### src/rtl/seq_mult_param.sv
// Parametrised shift-add multiplier: one multiplier bit per clock, signed/unsigned per operation.
// Define MULT_EARLY_TERM_EN to stop as soon as the remaining multiplier bits are all zero.
module seq_mult_param #(
    parameter int WIDTH = 8
) (
    input  logic                 clk,
    input  logic                 rst_b,
    input  logic                 start,
    input  logic                 signed_mode,
    input  logic [WIDTH-1:0]     multiplicand,
    input  logic [WIDTH-1:0]     multiplier,
    output logic [2*WIDTH-1:0]   product,
    output logic                 rdy,
    output logic                 done
);
    localparam int CNT_W = $clog2(WIDTH + 1);
    localparam logic [WIDTH-1:0]   ONE_W  = {{(WIDTH-1){1'b0}}, 1'b1};
    localparam logic [2*WIDTH-1:0] ONE_2W = {{(2*WIDTH-1){1'b0}}, 1'b1};

    typedef enum logic [1:0] {
        S_IDLE,
        S_RUN,
        S_FIX
    } state_t;

    state_t               state_reg;
    logic [2*WIDTH-1:0]   mc_reg;
    logic [2*WIDTH-1:0]   acc_reg;
    logic [WIDTH-1:0]     mq_reg;
    logic [CNT_W-1:0]     cnt_reg;
    logic                 sign_neg_reg;

    logic [WIDTH-1:0]     x_mag;
    logic [WIDTH-1:0]     y_mag;
    logic [WIDTH-1:0]     mq_next;
    logic                 run_last;
    logic                 skip_run;

    // The most negative value maps to 2^(W-1), which still fits as an unsigned W-bit magnitude.
    assign x_mag   = (signed_mode && multiplicand[WIDTH-1]) ? (~multiplicand + ONE_W) : multiplicand;
    assign y_mag   = (signed_mode && multiplier[WIDTH-1])   ? (~multiplier + ONE_W)   : multiplier;
    assign mq_next = mq_reg >> 1;

`ifdef MULT_EARLY_TERM_EN
    assign run_last = (cnt_reg == CNT_W'(1)) || (mq_next == '0);
    assign skip_run = (x_mag == '0) || (y_mag == '0);
`else
    assign run_last = (cnt_reg == CNT_W'(1));
    assign skip_run = 1'b0;
`endif

    assign rdy = (state_reg == S_IDLE);

    always_ff @(posedge clk or negedge rst_b) begin
        if (!rst_b) begin
            state_reg    <= S_IDLE;
            mc_reg       <= '0;
            acc_reg      <= '0;
            mq_reg       <= '0;
            cnt_reg      <= '0;
            sign_neg_reg <= 1'b0;
            product      <= '0;
            done         <= 1'b0;
        end else begin
            done <= 1'b0;
            case (state_reg)
                S_IDLE: begin
                    if (start) begin
                        sign_neg_reg <= signed_mode & (multiplicand[WIDTH-1] ^ multiplier[WIDTH-1]);
                        mc_reg       <= {{WIDTH{1'b0}}, x_mag};
                        mq_reg       <= y_mag;
                        acc_reg      <= '0;
                        cnt_reg      <= CNT_W'(WIDTH);
                        state_reg    <= skip_run ? S_FIX : S_RUN;
                    end
                end
                S_RUN: begin
                    if (mq_reg[0]) begin
                        acc_reg <= acc_reg + mc_reg;
                    end
                    mc_reg  <= mc_reg << 1;
                    mq_reg  <= mq_next;
                    cnt_reg <= cnt_reg - CNT_W'(1);
                    if (run_last) begin
                        state_reg <= S_FIX;
                    end
                end
                S_FIX: begin
                    // Negating a zero accumulator yields zero, so no -0 case exists.
                    product   <= sign_neg_reg ? (~acc_reg + ONE_2W) : acc_reg;
                    done      <= 1'b1;
                    state_reg <= S_IDLE;
                end
                default: begin
                    state_reg <= S_IDLE;
                end
            endcase
        end
    end
endmodule

### config.mk
export PLATFORM = sky130hd
export DESIGN_NAME = seq_mult_param
export DESIGN_NICKNAME = d
export VERILOG_FILES = /design/src/rtl/seq_mult_param.sv
export SDC_FILE = /design/constraint.sdc
export NUM_CORES = 1
export LEC_CHECK = 0
export CORE_ASPECT_RATIO = 0.8
export CORE_MARGIN = 4
export CORE_UTILIZATION = 52
export CTS_CLUSTER_DIAMETER = 40
export DETAILED_ROUTE_END_ITERATION = 12
export PLACE_DENSITY = 0.77
export SETUP_SLACK_MARGIN = 0.5
export SLEW_MARGIN = 20
export SYNTH_ARGS = -nofsm -noshare
export SYNTH_HDL_FRONTEND = slang
export SYNTH_SLANG_ARGS = --single-unit
### constraint.sdc
create_clock -name clk -period 2.2 [get_ports clk]
set_clock_uncertainty 0.15 [all_clocks]
set_input_delay 0.66 -clock clk [delete_from_list [all_inputs] [get_ports clk]]
set_output_delay 0.66 -clock clk [all_outputs]
set_load 0.01 [all_outputs]
==> results.txt <==
Sequential Power Share: 25.1%
largest net degree at the start of global routing: 65
Setup crit end kind: flip-flop
Syn. warnings: 0
peak supply drop: 0.000609 V
WL/cell: 19.0 um
hold_buf cts: 0
GR Util All Layers: 24.0%
reg-to-reg slack, setup: -0.27 ns
routed vias/inst: 6.01
slew margin rel.: 54.0%
top routing layer in use: met4
routability cong.: 0.937
CP startpoint kind: flip-flop
clock network power share: 13.6%
vias in the first global route: 3,450
worst-path maximum fanout: 3
WL met2: 5790 um
# H-tree levels: 3
worst-skew pair later-pin latency: 0.36 ns
Reg2Reg Capture Point: acc_reg[14]
failing checks: setup timing
Arrival @ worst endpoint: 2.54 ns
Final Cycle Share: 112%
routed wire length: 11,700 um
Tot Pwr: 8.70 mW
maximum capacitance violations: 0
sequential share of the synthesized area: 42.7%
area delta synth->final: 49.5%
RSZ-0062 raised after global routing: true
Post-Synth Simple-Gate Area: 15.1%
clock slew seen by the registers of the worst setup and hold paths: 0.07 ns
multi-input logic area: 2530 um^2
combinational share of power: 61.3%
Post-Syn Area: 3750 um^2
largest family of logic cells by synthesized area: compound AO/OA/AOI/OAI gates
Worst Setup SP: mc_reg[0]
Syn Nets: 451
P per Cell Area: 1550 nW/um^2
Switching Fraction: 42.1%
# fillers: 389
GRT Residual Overflow: 0
Initial DRC Count: 322
DR pass1 iterations: 6
HPWL after DPL: 6500 um
hold slack: 0.154 ns
Setup violations, final: 10
highest-count cells in the layout ignoring fill and taps: 62 x nand2_1, 61 x dfrtp_1, 54 x buf_4
Final nets: 564
Static Leakage: 2.55 nW
Hold Fails Final Rpt: 0
ant diodes: 0
cts bufs inserted: 9
WS Path Type: flip-flop to flip-flop
Max Slew Vio Count: 0
Cells after Synth: 410
synthesized area per cell: 9.15 um^2
initial antenna violation count: 0
Top FF cell, synth: dfrtp_1
worst slew pin tran: 0.690 ns
# rows: 27
DIE HEIGHT: 84.0 um
Root Buffer: clkbuf_8
buffer depth of the longest clock path: 2
worst r2r src: mc_reg[0]
post-synth cell types: 49
post-synthesis compound-gate area fraction: 21.9%
post-synthesis adder-cell area fraction: 7.21%
Seq cells post-synth: 64
via total after detailed routing: 3,695
first-pass GRT wire length: 16,400 um
Worst Hold Class: primary input to async pin
FF/Latch Area: 1610 um^2
wl on met1: 4590 um
Synth Area in XOR/XNOR: 8.64%
R2R depth: 10
Data required, critical path: 2.27 ns
CP endpoint: acc_reg[14]
final worst setup slack: -0.273 ns
initial core utilization: 53.9%
Int Pwr: 5.04 mW
die width: 103 um
met3 WL: 883 um
Net Sw Power: 3.66 mW
fmax: 0.404 GHz
Final Util: 80.6%
mux contribution to synthesized area: 0.801%
Final min period: 2.47 ns
status: finished, violations left
# clock sinks: 64
DRC viols: 0
Post-synth EDFFs: 0
ratio of cells with drive above 1 in the final layout: 39.4%
CTS tree: built
fraction of registers with async set or reset after synthesis: 100%
DIE AREA: 8640 um^2
commonest non-fill, non-tap cell in the layout: nand2_1
antenna viol nets, final: 0
Port Buf Inserts: 37
core area: 6960 um^2
Boundary Pins: 38
metal layers:
layer	global-route usage, %	vias up
li1	-	1677
met1	30.8	1775
met2	40.0	200
met3	4.68	43
met4	8.35	0
met5	0	-
layout make-up:
class / count / share of cell area [%]
timing repair buffer: 120 / 19.3
multi-input combinational: 315 / 45.1
clock inverter: 2 / 1.07
clock buffer: 14 / 3.08
tap: 87 / 1.94
sequential: 64 / 28.6
inverter: 13 / 0.915
power groups by stage:
| stage | clock network, mW | logic (mW) | registers (mW) |
|---|---|---|---|
| after detailed placement | 0 | 3.70 | 2.12 |
| final | 1.18 | 5.34 | 2.19 |
| after CTS | 1.18 | 4.26 | 2.12 |
| after global placement | 0 | 3.58 | 2.08 |
| after global routing | 1.24 | 5.70 | 2.23 |
| after floorplan | 0 | 2.32 | 2.14 |
Yosys cell counts, drive strengths merged, types with 3 or more instances:
library cell / instances / area (um^2)
xor2: 18 / 158
nor2b: 4 / 25.0
nand2: 73 / 277
mux2i: 3 / 30.0
nor3: 6 / 35.0
a22oi: 13 / 97.6
a211oi: 4 / 30.0
dfrtp: 64 / 1600
a21oi: 13 / 68.8
buf: 3 / 30.0
and3: 3 / 18.8
a21o: 6 / 45.0
o31ai: 8 / 92.6
nand3: 10 / 50.1
clkbuf: 15 / 56.3
o21bai: 3 / 22.5
or3: 5 / 31.3
and2: 4 / 25.0
inv: 13 / 48.8
ha: 20 / 250
nor2: 13 / 48.8
xnor2: 19 / 166
a31oi: 6 / 37.5
o21ai: 65 / 329
timing repair:
action | 4_1_cts | 5_1_grt
setup buffers | 17 | 17
pin swaps | 33 | 19
gates resized for setup | 169 | 65
endpoints found under the setup margin | 65 | 48
endpoints found under the hold margin | 0 | 0
gates cloned | 1 | 1
cells by family after synthesis:
logic type / count (synthesis)
AOI/OAI and AO/OA: 129
and+or+nand+nor: 125
DFF: 64
xor gates and xnor gates: 37
buffers and inverters: 31
adders and majority gates: 21
muxes: 3
through the flow:
| step | cell area, um^2 | setup slack (ns) | TNS, ns | instances |
|---|---|---|---|---|
| 6_report | 5610 | -0.273 | -1.59 | 615 |
| 5_1_grt | 5610 | -0.319 | -2.27 | 615 |
| 4_1_cts | 5210 | -0.0871 | -0.187 | 597 |
| 3_5_place_dp | 4640 | -0.290 | -1.19 | 563 |
| 3_3_place_gp | 4640 | -0.181 | -0.489 | 563 |
| 2_1_floorplan | 3870 | 0.0747 | 0 | 410 |
worst max-delay path, stage by stage, from the launching register on:
cell,delay [ns]
dfrtp_1,0.40
ha_2,0.22
inv_2,0.07
fa_2,0.21
nor2b_2,0.06
o31a_1,0.29
o2111ai_2,0.22
nand2_1,0.12
a221oi_2,0.30
xor2_1,0.21
o21ai_1,0.09
worst min path at each step:
| stage | from | to | slack, ns |
|---|---|---|---|
| 4_1_cts | rst_b | product[0] | 0.18 |
| 3_5_place_dp | product[5] | product[5] | 0.32 |
| 2_1_floorplan | rst_b | acc_reg[0] | 0.21 |
| 3_3_place_gp | product[0] | product[0] | 0.31 |
| 6_report | rst_b | state_reg[1] | 0.15 |
| 5_1_grt | rst_b | state_reg[1] | 0.18 |
(Power assumes the default switching activity.)
